===== src/rtl/alu_arbiter.sv =====
// Two-requester round-robin front end for the shared ALU: grant, execute one cycle,
// then hold a tagged response until the consumer takes it.
module alu_arbiter #(
  parameter int W         = 8,
  parameter int PRIO_INIT = 0,
  parameter int CNT_W     = 16
) (
  input  logic             clk,
  input  logic             rst_n,
  input  logic [1:0]       req_valid,
  output logic [1:0]       req_ready,
  input  logic [W-1:0]     req_a0,
  input  logic [W-1:0]     req_b0,
  input  logic [3:0]       req_sel0,
  input  logic [W-1:0]     req_a1,
  input  logic [W-1:0]     req_b1,
  input  logic [3:0]       req_sel1,
  output logic [W-1:0]     alu_a,
  output logic [W-1:0]     alu_b,
  output logic [3:0]       alu_sel,
  input  logic [W-1:0]     alu_out,
  input  logic             alu_carry,
  output logic             rsp_valid,
  input  logic             rsp_ready,
  output logic             rsp_id,
  output logic [W-1:0]     rsp_result,
  output logic             rsp_carry,
  output logic             rsp_err,
  output logic             busy,
  output logic [CNT_W-1:0] ops_done
);

  typedef struct packed {
    logic [W-1:0] a;
    logic [W-1:0] b;
    logic [3:0]   sel;
  } req_t;

  typedef enum logic [1:0] {IDLE, EXEC, RESP} state_t;

  state_t         state, state_nxt;
  logic           prio;
  logic           gnt_id;
  logic           div0;
  req_t [1:0]     req;

  assign req[0] = '{a: req_a0, b: req_b0, sel: req_sel0};
  assign req[1] = '{a: req_a1, b: req_b1, sel: req_sel1};

  // Contention goes to the priority holder; otherwise whoever is asking.
  assign gnt_id = (&req_valid) ? prio : req_valid[1];
  assign div0   = (alu_sel == 4'd3) && (alu_b == '0);

  always_ff @(posedge clk or negedge rst_n) begin
    if (!rst_n) state <= IDLE;
    else        state <= state_nxt;
  end

  always_comb begin
    state_nxt = state;
    case (state)
      IDLE:    if (|req_valid) state_nxt = EXEC;
      EXEC:    state_nxt = RESP;
      RESP:    if (rsp_ready) state_nxt = IDLE;
      default: state_nxt = IDLE;
    endcase
  end

  always_comb begin
    req_ready = '0;
    if (state == IDLE && |req_valid) req_ready[gnt_id] = 1'b1;
    busy      = (state != IDLE);
    rsp_valid = (state == RESP);
  end

  // ALU operand regs are only rewritten on a grant, so they hold between ops.
  always_ff @(posedge clk or negedge rst_n) begin
    if (!rst_n) begin
      alu_a      <= '0;
      alu_b      <= '0;
      alu_sel    <= '0;
      rsp_id     <= 1'b0;
      rsp_result <= '0;
      rsp_carry  <= 1'b0;
      rsp_err    <= 1'b0;
      ops_done   <= '0;
      prio       <= 1'(PRIO_INIT);
    end else begin
      case (state)
        IDLE: if (|req_valid) begin
          alu_a   <= req[gnt_id].a;
          alu_b   <= req[gnt_id].b;
          alu_sel <= req[gnt_id].sel;
          rsp_id  <= gnt_id;
        end
        EXEC: begin
          rsp_result <= div0 ? '0 : alu_out;
          rsp_carry  <= (alu_sel == 4'd0) ? alu_carry : 1'b0;
          rsp_err    <= div0 || (alu_sel > 4'd9);
        end
        RESP: if (rsp_ready) begin
          ops_done <= ops_done + 1'b1;
          prio     <= ~rsp_id;
        end
        default: ;
      endcase
    end
  end

endmodule

===== config.mk =====
export PLATFORM = sky130hd
export DESIGN_NAME = alu_arbiter
export DESIGN_NICKNAME = d
export VERILOG_FILES = /design/src/rtl/alu_arbiter.sv
export SDC_FILE = /design/constraint.sdc
export NUM_CORES = 1
export LEC_CHECK = 0
export CORE_MARGIN = 2
export CORE_UTILIZATION = 43
export DETAILED_ROUTE_END_ITERATION = 16
export GPL_TIMING_DRIVEN = 0
export HOLD_SLACK_MARGIN = 0.05
export PLACE_DENSITY = 0.84
export SETUP_SLACK_MARGIN = 0.05
export SLEW_MARGIN = 40
export SYNTH_ARGS = -nofsm -noshare
export SYNTH_HDL_FRONTEND = slang
export SYNTH_SLANG_ARGS = --single-unit
export TNS_END_PERCENT = 1

===== constraint.sdc =====
create_clock -name clk -period 2.9 [get_ports clk]
set_clock_uncertainty 0.1 [all_clocks]
set_input_delay 0.58 -clock clk [delete_from_list [all_inputs] [get_ports clk]]
set_output_delay 0.58 -clock clk [all_outputs]
set_load 0.005 [all_outputs]

==> summary.md <==
| Metric | Value |
|---|---|
| Xor/xnor cell area share of the yosys netlist | 0.0607 |
| Crit path capture type | output port |
| Most frequent cell on the critical path | clkdlybuf4s50_1 |
| Initial antenna violation count | 0 |
| CTS H-tree lvls | 2 |
| Mapped Nets | 252 |
| Unrepaired setup endpoints after global routing | no |
| Maximum VDD drop | 0.493 mV |
| Area fraction in compound gates after synthesis | 0.128 |
| Hold Violations, Final | 0 |
| Clk slew on worst S/H paths | 80 ps |
| Routed vias | 1951 |
| Minimum clock period | 2780 ps |
| Final setup vio count | 0 |
| Status | finished clean |
| CTS tree | yes |
| Main combinational cell family by area after synthesis | simple AND/OR/NAND/NOR gates |
| Vias per inst | 5.20 |
| Warnings, synthesis | 0 |
| RR Startpoint | state[1]$_DFFE_PN0P_ |
| Reg power frac | 0.419 |
| Synth top area share | 0.578 |
| Final core occ | 0.709 |
| Multiplexer share of the synthesized area | 0.00521 |
| Placement Rows | 25 |
| Leak | 1.55 nW |
| Final instance area | 0.00339 mm^2 |
| Synth top cells by count | dfrtp_1 (50), inv_1 (27), nand2_1 (25), a222oi_1 (20), o21ai_0 (10) |
| Post-synthesis simple-gate area fraction | 0.156 |
| Number of hold buffers added after CTS | 0 |
| Number of flops mapped to enable cells by yosys | 0 |
| Inserted Diodes | 0 |
| Gr usage total | 0.199 |
| Seq/Total Area, Yosys | 0.578 |
| Port Buffers | 104 |
| Hold Crit Class | primary input to asynchronous set/reset pin |
| Fill count | 363 |
| CP Max Fanout | 10 |
| Die Ht | 74.9 um |
| Switching part of the total | 0.328 |
| Share of cells above drive strength 1 | 0.0552 |
| Maximum clock insertion buffer count | 2 |
| Vias in the first global route | 1874 |
| Gate Count Post-Synth | 197 |
| Slack of the critical path | 121 ps |
| CP startpoint kind | primary input |
| Logic pwr share | 0.443 |
| Layout Nets | 364 |
| Int Power | 1.91 mW |
| Final ANT Viol Nets | 0 |
| Drt total wl | 5370 um |
| Synthesis-to-layout area growth | 56.9% |
| Syn avg cell area | 11.0 um^2 |
| Clk root buf | clkbuf_8 |
| Seq cells post-synth | 50 |
| Top post-synthesis cells by area | dfrtp_1 (58%), a222oi_1 (9.3%), inv_1 (4.7%) |
| I/O pin total | 105 |
| NetSw | 0.931 mW |
| Pin count of the biggest net entering global routing | 29 |
| Crit-path slowest cell | clkdlybuf4s50_1 |
| Clk sinks | 50 |
| Critical Path AT | 2100 ps |
| Core ar. | 0.00479 mm^2 |
| Drt initial violations | 132 |
| Most common cell in the netlist | dfrtp_1 |
| Clk Latency, worst-skew pair | 300 ps |
| Die area | 0.00561 mm^2 |
| Cell Chain, Critical Path | clkdlybuf4s50_1, nand2b_1, and3_1, clkbuf_4, clkdlybuf4s50_1 |
| Routability cong. | 0.790 |
| Worst EP required | 2220 ps |
| Synth area leader | dfrtp_1 |
| Pwr per Cell Area | 836 mW/mm^2 |
| Setup TNS | 0 ps |
| WP depth | 5 |
| Max-Cap Viols | 0 |
| Synth Flop Type | dfrtp_1 |
| Final hold slack | 65.8 ps |
| Worst-case reg-to-reg path depth | 5 |
| Worst path max stage delay | 520 ps |
| Clk pwr share | 0.138 |
| F_max | 0.360 GHz |
| Post-synth ARST share | 1.00 |
| Crit-path leading delay family | buffers and inverters |
| Slew HR | 0.701 |
| Critical path origin | req_valid[0] |
| First-pass GRT wire length | 8610 um |
| Worst Setup Path Type | primary input to output port |
| Adder-cell area share of the yosys netlist | 0.00578 |
| DRC Markers | 0 |
| Pre-CTS setup slack | -80.6 ps |
| WP buf/inv | 3 |
| Distinct cells, synth | 30 |
| Slew @ Worst Pin | 449 ps |
| Die Span X | 74.9 um |
| CTS Buf Count | 5 |
| Initial core utilization | 0.452 |
| Max-slew violation count | 0 |
| Routed wire per std cell | 14.3 um |
| Fin crit share | 0.958 |
| Total gr overflow | 0 |
| Post-DP Area | 0.00331 mm^2 |
| Pre-Repair DR Iteration Count | 5 |
| Dpl hpwl | 4040 um |
| Cell Area, Synth | 0.00216 mm^2 |
flip-flops by register name, indices dropped and copies added, names as in the netlist:
register and cells:
alu_sel 4, alu_b 8, rsp_carry 1, prio 1, alu_a 8, rsp_id 1
rsp_err 1, ops_done 16, state 2, rsp_result 8
power by group through the flow:
stage                     clock [mW]  combinational [mW]  sequential (mW)
after CTS                      0.405                1.27             1.19
after global placement             0                1.24             1.19
after floorplan                    0               0.505             1.18
final                          0.392                1.26             1.19
after global routing           0.430                1.40             1.23
after detailed placement           0                1.26             1.20
kinds of logic after synthesis:
family | Yosys count
buffers and inverters | 37
AOI/OAI and AO/OA | 34
adders and majority gates | 1
and+or+nand+nor | 59
muxes | 1
xor gates and xnor gates | 15
DFF | 50
final timing paths:
check	end	slack (ps)
max	req_ready[1]	120
min	ops_done[7]$_DFFE_PN0P_	70
max reg2reg	alu_a[4]$_DFFE_PN0P_	1130
min reg2reg	rsp_result[3]$_DFFE_PN0N_	380
max in group asynchronous	rsp_carry$_DFFE_PN0N_	2200
min in group clk	rsp_result[3]$_DFFE_PN0N_	380
layer usage:
layer,global-route usage,vias up,wire (um)
li1,-,916,-
met1,0.263,937,2250
met2,0.320,90,2570
met3,0.0616,8,481
met4,0.0536,0,63
met5,0,-,0
repair_timing:
| item | 4_1_cts | 5_1_grt |
|---|---|---|
| setup endpoints to repair | 2 | 1 |
| buffers inserted | 0 | 0 |
| resized for setup | 2 | 2 |
| gates cloned | 0 | 0 |
through the flow:
| step | power, mW | cells |
|---|---|---|
| 6_report | 2.84 | 375 |
| 5_1_grt | 3.05 | 375 |
| 4_1_cts | 2.87 | 375 |
| 3_5_place_dp | 2.46 | 369 |
| 3_3_place_gp | 2.43 | 368 |
| 2_1_floorplan | 1.69 | 197 |
worst register-to-register path, stage by stage (launching register included):
cell and delay, ps:
dfrtp_1 420, nor2_1 270, and3_1 280, clkbuf_1 390, a222oi_1 170, inv_1 80
placed cells by master (no fill, tap or decap), drive strengths merged:
cell type / Yosys / layout
a21o: 1 / 1
a21oi: 1 / 1
a222oi: 20 / 20
and3: 5 / 5
and3b: 1 / 1
buf: 1 / 3
clkbuf: 9 / 15
clkdlybuf4s50: 0 / 103
dfrtp: 50 / 50
ha: 1 / 1
inv: 27 / 27
mux2: 1 / 1
nand2: 25 / 25
nand2b: 3 / 3
nand3: 3 / 3
nand4: 5 / 5
nor2: 6 / 6
nor2b: 1 / 1
nor3: 3 / 3
nor4: 4 / 4
nor4b: 2 / 2
o21ai: 11 / 11
o22a: 1 / 1
or3: 1 / 1
xnor2: 9 / 9
xor2: 6 / 6
cell type report:
cell class | count | area, um^2 | area share
inverter | 27 | 101 | 0.0299
multi-input combinational | 110 | 769 | 0.227
timing repair buffer | 105 | 1060 | 0.312
sequential | 50 | 1250 | 0.369
clock buffer | 6 | 82.6 | 0.0243
buffer | 10 | 46.3 | 0.0136
tap | 67 | 83.8 | 0.0247
No activity file was read; power rests on OpenSTA's default activity.
